--- config.mk ---
export PLATFORM = sky130hd
export DESIGN_NAME = regfile_wb_arbiter
export DESIGN_NICKNAME = d
export VERILOG_FILES = /design/src/rtl/regfile_pkg.sv /design/src/rtl/wb_fifo.sv /design/src/rtl/regfile_wb_arbiter.sv
export SDC_FILE = /design/constraint.sdc
export NUM_CORES = 1
export LEC_CHECK = 0
export CAP_MARGIN = 20
export CELL_PAD_IN_SITES_DETAIL_PLACEMENT = 1
export CELL_PAD_IN_SITES_GLOBAL_PLACEMENT = 2
export CORE_ASPECT_RATIO = 0.6
export CORE_MARGIN = 2
export CORE_UTILIZATION = 35
export DETAILED_ROUTE_END_ITERATION = 7
export PLACE_DENSITY = 0.85
export SYNTH_ARGS = -nofsm -noshare
export SYNTH_HDL_FRONTEND = slang
export SYNTH_SLANG_ARGS = --single-unit
--- constraint.sdc ---
create_clock -name clk -period 3.1 [get_ports clk]
set_input_delay 0.62 -clock clk [delete_from_list [all_inputs] [get_ports clk]]
set_output_delay 0.62 -clock clk [all_outputs]
set_load 0.03 [all_outputs]
--- src/rtl/regfile_pkg.sv ---
// Shared register-file writeback definitions: widths, register count and the queued write entry.
package regfile_pkg;

  localparam int ADDR_W   = 5;
  localparam int DATA_W   = 32;
  localparam int NUM_REGS = 2 ** ADDR_W;
  localparam int REG_ZERO = 0;

  typedef struct packed {
    logic [ADDR_W-1:0] rd;
    logic [DATA_W-1:0] data;
  } wb_entry_t;

endpackage

--- src/rtl/wb_fifo.sv ---
// Small power-of-two FIFO holding pending register writes for one writeback requester.
// Besides push/pop it exports a one-hot-OR vector of the destination registers currently queued.
module wb_fifo #(
  parameter int DEPTH  = 2,
  parameter int ADDR_W = regfile_pkg::ADDR_W,
  parameter int DATA_W = regfile_pkg::DATA_W
) (
  input  logic                 clk,
  input  logic                 reset,
  input  logic                 push,
  input  logic [ADDR_W-1:0]    push_rd,
  input  logic [DATA_W-1:0]    push_data,
  input  logic                 pop,
  output logic                 full,
  output logic                 empty,
  output logic [ADDR_W-1:0]    head_rd,
  output logic [DATA_W-1:0]    head_data,
  output logic [2**ADDR_W-1:0] rd_vec
);

  localparam int PTR_W = $clog2(DEPTH);

  logic [ADDR_W-1:0] mem_rd   [DEPTH];
  logic [DATA_W-1:0] mem_data [DEPTH];
  logic [PTR_W-1:0]  wr_ptr;
  logic [PTR_W-1:0]  rd_ptr;
  logic [PTR_W:0]    count;
  logic              do_push;
  logic              do_pop;

  assign full      = (count == (PTR_W+1)'(DEPTH));
  assign empty     = (count == '0);
  assign do_push   = push && !full;
  assign do_pop    = pop && !empty;
  assign head_rd   = mem_rd[rd_ptr];
  assign head_data = mem_data[rd_ptr];

  // Pointers wrap naturally because DEPTH is a power of two.
  always_ff @(posedge clk or posedge reset) begin
    if (reset) begin
      wr_ptr <= '0;
      rd_ptr <= '0;
      count  <= '0;
    end else begin
      if (do_push) wr_ptr <= wr_ptr + PTR_W'(1);
      if (do_pop)  rd_ptr <= rd_ptr + PTR_W'(1);
      case ({do_push, do_pop})
        2'b10:   count <= count + (PTR_W+1)'(1);
        2'b01:   count <= count - (PTR_W+1)'(1);
        default: count <= count;
      endcase
    end
  end

  always_ff @(posedge clk) begin
    if (do_push) begin
      mem_rd[wr_ptr]   <= push_rd;
      mem_data[wr_ptr] <= push_data;
    end
  end

  // A slot is live when its distance from the read pointer is below the occupancy.
  always_comb begin
    rd_vec = '0;
    for (int i = 0; i < DEPTH; i++) begin
      if ({1'b0, PTR_W'(PTR_W'(i) - rd_ptr)} < count) begin
        rd_vec[mem_rd[i]] = 1'b1;
      end
    end
  end

endmodule

--- src/rtl/regfile_wb_arbiter.sv ---
// Round-robin sharing of the register-file write port between load (port 0) and ALU (port 1) writeback.
// Optional statistics counters are compiled in with WB_STATS_EN.
module regfile_wb_arbiter #(
  parameter int DEPTH  = 2,
  parameter int DATA_W = regfile_pkg::DATA_W,
  parameter int ADDR_W = regfile_pkg::ADDR_W
) (
  input  logic                 clk,
  input  logic                 reset,
  input  logic                 wb0_valid,
  output logic                 wb0_ready,
  input  logic [ADDR_W-1:0]    wb0_rd,
  input  logic [DATA_W-1:0]    wb0_data,
  input  logic                 wb1_valid,
  output logic                 wb1_ready,
  input  logic [ADDR_W-1:0]    wb1_rd,
  input  logic [DATA_W-1:0]    wb1_data,
  output logic                 Reg_write,
  output logic [ADDR_W-1:0]    Write_reg,
  output logic [DATA_W-1:0]    Write_data,
  output logic [2**ADDR_W-1:0] busy_mask
`ifdef WB_STATS_EN
  ,
  output logic [15:0]          stall_cnt0,
  output logic [15:0]          stall_cnt1,
  output logic [15:0]          drop_cnt
`endif
);

  localparam int NUM_REGS = 2 ** ADDR_W;

  logic                full0, full1, empty0, empty1;
  logic [ADDR_W-1:0]   head_rd0, head_rd1;
  logic [DATA_W-1:0]   head_data0, head_data1;
  logic [NUM_REGS-1:0] vec0, vec1, out_vec;
  logic                grant0, grant1, pop_any;
  logic [ADDR_W-1:0]   pop_rd;
  logic [DATA_W-1:0]   pop_data;
  logic                pop_is_zero;
  logic                rr_last;

  // Readiness comes from registered occupancy only, so there is no pass-through path.
  assign wb0_ready = !full0;
  assign wb1_ready = !full1;

  wb_fifo #(.DEPTH(DEPTH), .ADDR_W(ADDR_W), .DATA_W(DATA_W)) u_fifo0 (
    .clk(clk), .reset(reset),
    .push(wb0_valid), .push_rd(wb0_rd), .push_data(wb0_data),
    .pop(grant0), .full(full0), .empty(empty0),
    .head_rd(head_rd0), .head_data(head_data0), .rd_vec(vec0)
  );

  wb_fifo #(.DEPTH(DEPTH), .ADDR_W(ADDR_W), .DATA_W(DATA_W)) u_fifo1 (
    .clk(clk), .reset(reset),
    .push(wb1_valid), .push_rd(wb1_rd), .push_data(wb1_data),
    .pop(grant1), .full(full1), .empty(empty1),
    .head_rd(head_rd1), .head_data(head_data1), .rd_vec(vec1)
  );

  // Under contention the port that did not win last time gets the slot.
  always_comb begin
    grant0 = 1'b0;
    grant1 = 1'b0;
    if (!empty0 && !empty1) begin
      if (rr_last) grant0 = 1'b1;
      else         grant1 = 1'b1;
    end else if (!empty0) begin
      grant0 = 1'b1;
    end else if (!empty1) begin
      grant1 = 1'b1;
    end
  end

  assign pop_any     = grant0 || grant1;
  assign pop_rd      = grant0 ? head_rd0 : head_rd1;
  assign pop_data    = grant0 ? head_data0 : head_data1;
  assign pop_is_zero = (pop_rd == ADDR_W'(regfile_pkg::REG_ZERO));

  always_ff @(posedge clk or posedge reset) begin
    if (reset) begin
      rr_last <= 1'b1;
    end else if (!empty0 && !empty1) begin
      rr_last <= grant1;
    end
  end

  // Writes to x0 still consume a slot but never raise the write enable.
  always_ff @(posedge clk or posedge reset) begin
    if (reset) begin
      Reg_write  <= 1'b0;
      Write_reg  <= '0;
      Write_data <= '0;
    end else begin
      Reg_write <= pop_any && !pop_is_zero;
      if (pop_any) begin
        Write_reg  <= pop_rd;
        Write_data <= pop_data;
      end
    end
  end

  always_comb begin
    out_vec = '0;
    if (Reg_write) out_vec[Write_reg] = 1'b1;
    busy_mask = (vec0 | vec1 | out_vec) & ~NUM_REGS'(1);
  end

`ifdef WB_STATS_EN
  always_ff @(posedge clk or posedge reset) begin
    if (reset) begin
      stall_cnt0 <= '0;
      stall_cnt1 <= '0;
      drop_cnt   <= '0;
    end else begin
      if (wb0_valid && !wb0_ready && stall_cnt0 != 16'hFFFF) stall_cnt0 <= stall_cnt0 + 16'd1;
      if (wb1_valid && !wb1_ready && stall_cnt1 != 16'hFFFF) stall_cnt1 <= stall_cnt1 + 16'd1;
      if (pop_any && pop_is_zero && drop_cnt != 16'hFFFF)    drop_cnt   <= drop_cnt + 16'd1;
    end
  end
`endif

`ifndef SYNTHESIS
  // The issue stage must never let the same nonzero register be queued on both ports.
  a_no_cross_port_dup : assert property (@(posedge clk) disable iff (reset)
    ((vec0 & vec1) & ~NUM_REGS'(1)) == '0)
    else $error("regfile_wb_arbiter: register pending in both writeback FIFOs");
`endif

endmodule

[Word-level counts from Yosys, hierarchy flattened]
Memories as Yosys holds them, arrays and structs flattened.
Cells that the tools add are included.
Storage, ports and cells
  flip-flop bits (word level): 47
  memory bits (writable): 148
  memories: 4
Memory list
  u_fifo0.mem_data: words 2, bits a word 32, rd ports 1, clocked after Yosys merged registers in 0, write ports 1, RTL line wb_fifo.sv:24  | logic [DATA_W-1:0] mem_data [DEPTH];
  u_fifo1.mem_data: words 2, bits a word 32, rd ports 1, clocked after Yosys merged registers in 0, write ports 1, RTL line wb_fifo.sv:24
  u_fifo0.mem_rd: words 2, bits a word 5, rd ports 3, clocked after Yosys merged registers in 0, write ports 1, RTL line wb_fifo.sv:23  | logic [ADDR_W-1:0] mem_rd [DEPTH];
  u_fifo1.mem_rd: words 2, bits a word 5, rd ports 3, clocked after Yosys merged registers in 0, write ports 1, RTL line wb_fifo.sv:23
Operators by class
  add/subtract/negate cells: 12
  $lt $le $gt $ge: 14
  equal/unequal tests: 6
  multiplexer cells: 30
  bitwise logic cells: 4
  reductions and logical operators: 22
Operator list (number)
  $mux 32: 6
  $or 32x32->32: 4
  $lt 5x6->1 const B: 5
  $demux 1 s5: 5
  $ge 5x1->1 const B: 5
  $mux 1: 16
  $logic_and 1x1->1: 11
  $eq 2x2->1 const B: 4
  $lt 1x2->1: 4
  $pmux 2 s2: 2
  $logic_not 1->1: 5
  $logic_not 5->1: 1
  $mux 5: 1
  $add 1x1->1 const B: 4
  $add 2x1->2 const B: 2
  $eq 2x1->1 const B: 2
  $logic_not 2->1: 2
  $reduce_bool 2->1: 2
  $sub 1x1->1 const A: 4
  $sub 2x1->2 const B: 2
  $logic_or 1x1->1: 1

[Logic depth before layout (Yosys ltp)]
An unclocked memory read counts as a cell.
  depth in word-level cells: 10
  mapped depth: 8

[By module]
From an unflattened synthesis, not the netlist that was laid out.
Second synthesis, totals
  cell total of the unflattened synthesis: 697
  area, all modules: 9499.1 µm²
By module, submodules not included
  wb_fifo at u_fifo0: instances 1, cells each 203, area each 3347.0 µm²
  wb_fifo at u_fifo1: instances 1, cells each 203, area each 3333.2 µm²
  regfile_wb_arbiter: instances 1, cells each 291, area each 2819.0 µm²

[Least setup slack after synthesis]
No wires, ideal clock.
  kind: register to register
  start point: reg u_fifo0.count[0]
  end point: mem u_fifo0.mem_data[0][0], enable pin
  library setup time: 0.431 ns
  data arrival time: 2.630 ns
  data required time: 2.669 ns
  slack: 0.039 ns
  cell stages (with the launch flop): 5
  period minus slack after synthesis: 3.061 ns
  cells stage by stage: dfrtp_1 -> buf_2 -> nand2b_1 -> nand2_1 -> nor2_1
On the way
  word-level cells in the longest chain between the ends: 5
RTL lines
  from (decl): RTL line wb_fifo.sv:27  | logic [PTR_W:0] count;
  from (signal assigned): RTL line wb_fifo.sv:48  | 2'b10: count <= count + (PTR_W+1)'(1);
  from (signal assigned): RTL line wb_fifo.sv:49  | 2'b01: count <= count - (PTR_W+1)'(1);
  from (signal assigned): RTL line wb_fifo.sv:50  | default: count <= count;
  $eq 2x2->1: RTL line wb_fifo.sv:31  | assign full = (count == (PTR_W+1)'(DEPTH));
  $logic_not 1->1
  net wb0_ready: RTL line regfile_wb_arbiter.sv:11  | output logic wb0_ready,
  $logic_and 1x1->1: RTL line wb_fifo.sv:33  | assign do_push = push && !full;
  $mux 1: RTL line wb_fifo.sv:56  | if (do_push) begin
  $mux 1 (not written as such): RTL line wb_fifo.sv:58  | mem_data[wr_ptr] <= push_data;
  to (decl): RTL line wb_fifo.sv:24
The timed path passes the listed nets, and every way through them passes these cells.

[Final worst setup path]
  start point: reg u_fifo1.count[0]
  end point: out busy_mask[21]
On the way
  word-level cells in the longest chain between the ends: 6
  elaborated cells between the ends (all ways): 7
RTL lines
  from (decl): RTL line wb_fifo.sv:27
  from (signal assigned): RTL line wb_fifo.sv:48
  from (signal assigned): RTL line wb_fifo.sv:49
  from (signal assigned): RTL line wb_fifo.sv:50
  $lt 1x2->1: RTL line wb_fifo.sv:66  | if ({1'b0, PTR_W'(PTR_W'(i) - rd_ptr)} < count) begin
  $mux 32: RTL line wb_fifo.sv:66
  $or 32x32->32 (no source line)
  $mux 32 *: RTL line wb_fifo.sv:66
  $or 32x32->32 * (2 in a row): RTL line regfile_wb_arbiter.sv:105  | busy_mask = (vec0 | vec1 | out_vec) & ~NUM_REGS'(1);
  to (decl): RTL line regfile_wb_arbiter.sv:21  | output logic [2**ADDR_W-1:0] busy_mask
Mark *: on every way between the ends. The rest lies on a longest branch, timed or not.

==> key figures <==
Cells and area
  – Final nets: 981
  – Fill count: 2688
  – Top flop regs: u_fifo0.mem_data x64, u_fifo1.mem_data x64, Write_data x32
  – Commonest cells after routing, fill and taps aside: edfxtp_1 (148), clkdlybuf4s50_1 (118), a22oi_1 (63)
  – Area Growth Syn to Fin: 31.2%
  – Fin area: 0.0119 mm²
  – Share of cells above drive strength 1: 0.167
  – Most common cell after layout, fill and taps aside: edfxtp_1
  – Util after Layout: 0.469

Setup path
  – Kind of critical path: flip-flop to output pin
  – CP required: 2.48 ns
  – Crit path DAT: 2.41 ns
  – Crit. End Element: output pin
  – Crit-path max FO: 8
  – Startpoint Class: flip-flop

Hold path
  – Worst hold path class: flip-flop to flip-flop

STA
  – Worst clock skew: 0.0132 ns
  – Worst Max-Slew Pin Slew: 0.815 ns
  – Max Slew Vio Count: 0
  – Period utilization: 0.976
  – Slew HR: 0.457
  – Final min period: 3.03 ns
  – Worst setup margin: 0.0729 ns
  – Finish-stage setup viols: 0
  – Setup tns final: 0 ns
  – Max Fclk: 330 MHz
  – Final Hold Viols: 0
  – Hold Worst Slack: 0.550 ns
  – RSZ-0062 raised after global routing: false

Floorplanning
  – Core area: 0.0254 mm²
  – Starting Density: 0.358
  – Cell row count: 45
  – I/O Pins: 150
  – DIE HEIGHT: 129 µm
  – Die area: 0.0274 mm²
  – Die Span X: 212 µm

Synth
  – Top_reg_cell synth: edfxtp_1
  – Mapped Cells: 734
  – Post-synthesis mux area share: 0.0846
  – Post-Synth Simple-Gate Area: 0.115
  – Largest family of logic cells by synthesized area: compound AO/OA/AOI/OAI gates
  – Post-synth EDFFs: 148
  – Synth Area in Compound Gates: 0.140
  – Syn Area/Cell: 12.4 µm²
  – XOR/XNOR Fraction of Synth Area: 0.0106
  – Post-Synth Adder-Cell Area: 0.00275
  – Seq/Total Area, Yosys: 0.617
  – Synthesized cell area: 0.00911 mm²
  – Top cells by area, synth: edfxtp_1 (49%), dfrtp_1 (13%), a22oi_1 (5.2%)
  – Area leader, netlist: edfxtp_1
  – Warning count from the yosys run: 0
  – Area share of the leading cell type in the synthesized netlist: 0.488
  – Post-synth cell types: 55
  – Synth Register Bits: 195
  – Async S/R FF share, synth: 0.241
  – Synth Net Count: 814

Routing
  – Vias: 7100
  – DR pass1 iterations: 5
  – Routed Antenna Nets: 0
  – WL/cell: 24.6 µm
  – Routed WL: 31.1 mm
  – DRT iter0 DRCs: 584
  – Vias per Instance: 5.60
  – DR DRC count: 0

Clock network
  – Clk slew on worst S/H paths: 0.07 ns
  – Inserted Clock Buffers: 17
  – Later-pin clock latency in the skew report: 0.45 ns
  – Num Clock Sinks: 195
  – Hold buffer count at CTS: 0
  – CTS tree: done
  – # H-tree levels: 4
  – CTS root buffer: clkbuf_16
  – CTS Buffer Depth: 2

Power and ir drop
  – VDD IR max: 464 µV
  – Leakage: 4.48 nW
  – Pwr Density: 1060 mW/mm²

Global routing
  – GRT met3 Usage: 0.0791
  – Total congestion overflow: 0
  – Vias in the first global route: 7275
  – Largest net degree at the start of global routing: 42
  – GR Layer Usage met1: 0.368
  – First-pass GRT wire length: 46.9 mm
  – Antenna violations before repair: 1
  – All-Layer GR Usage: 0.236
  – Met2 Use GR: 0.315
  – GR peak layer: met1

Placed design
  – Pre-CTS setup slack: 0.330 ns
  – DP HPWL: 22.6 mm
  – Placed Area: 0.0113 mm²
  – I/O Buffers: 148
  – Routability Congestion: 0.961

Job
  – Max Cap Violations: 0

Outcome
  – Status: finished clean
[worst max-delay path, stage by stage, from the launching register on]
cell and delay, ns:
dfrtp_1 0.49, a21o_1 0.26, and3b_1 0.50, nand4b_1 0.27, o2111ai_1 0.23, buf_4 0.22
[final timing paths]
kind | start | slack, ns | endpoint | depth (start not counted)
setup / recovery | u_fifo1.count[0] | 0.07 | busy_mask[21] | 5
hold / removal | u_fifo1.wr_ptr | 0.55 | u_fifo1.wr_ptr | 1
setup reg to reg | u_fifo1.rd_ptr | 0.92 | Reg_write | 4
hold reg to reg | u_fifo1.wr_ptr | 0.55 | u_fifo1.wr_ptr | 1
max in group asynchronous | reset | 1.85 | Write_data[0] | 3
min in group asynchronous | reset | 0.59 | Write_data[12] | 2
[cells in the mapped netlist (12+ instances only)]
master	number
nor2_1	61
nor3b_1	17
edfxtp_1	148
dfrtp_1	46
nand2_1	26
mux2i_1	41
nand3_1	32
clkbuf_1	33
a22oi_1	63
buf_2	12
o21ai_0	38
mux2_2	32
o22ai_1	13
a21oi_1	40
[timing repair]
action / CTS / global route
setup buffers: 0 / 4
resized for setup: 9 / 8
endpoints found under the setup margin: 14 / 7
hold endpoints to repair: 0 / 0
[power breakdown]
group | total, mW | internal, mW | switching [mW] | leakage, nW
sequential | 4.32 | 3.70 | 0.615 | 1.92
combinational | 6.16 | 2.39 | 3.77 | 2.27
clock | 2.19 | 1.11 | 1.08 | 0.285
[cells by family after synthesis]
group / count (synthesis)
AO/OA/AOI/OAI: 194
XOR/XNOR: 11
adder cells (fa/ha/maj): 2
buffers and inverters: 57
flip-flops: 195
multiplexers: 73
other: 1
AND/OR/NAND/NOR: 201
[stage by stage]
step                      std cells  total power [mW]
after floorplan                 734              7.89
after global placement         1230              10.3
after detailed placement       1230              10.5
after CTS                      1262              12.7
after global routing           1266              13.4
final                          1267              12.7
[area by class of cell]
class / instances / area [µm²] / area share
antenna: 1 / 2.50 / 0.000209
clock buffer: 19 / 453 / 0.0379
clock inverter: 13 / 143 / 0.0119
inverter: 4 / 15.0 / 0.00126
multi-input combinational: 482 / 3260 / 0.273
sequential: 195 / 5630 / 0.471
tap: 352 / 440 / 0.0369
timing repair buffer: 201 / 2010 / 0.168
[metal layers]
metal,share of wire,vias up
li1,-,3149
met1,0.51,3665
met2,0.40,259
met3,0.083,27
met4,0.012,0
met5,0,-
(Power assumes the default switching activity.)
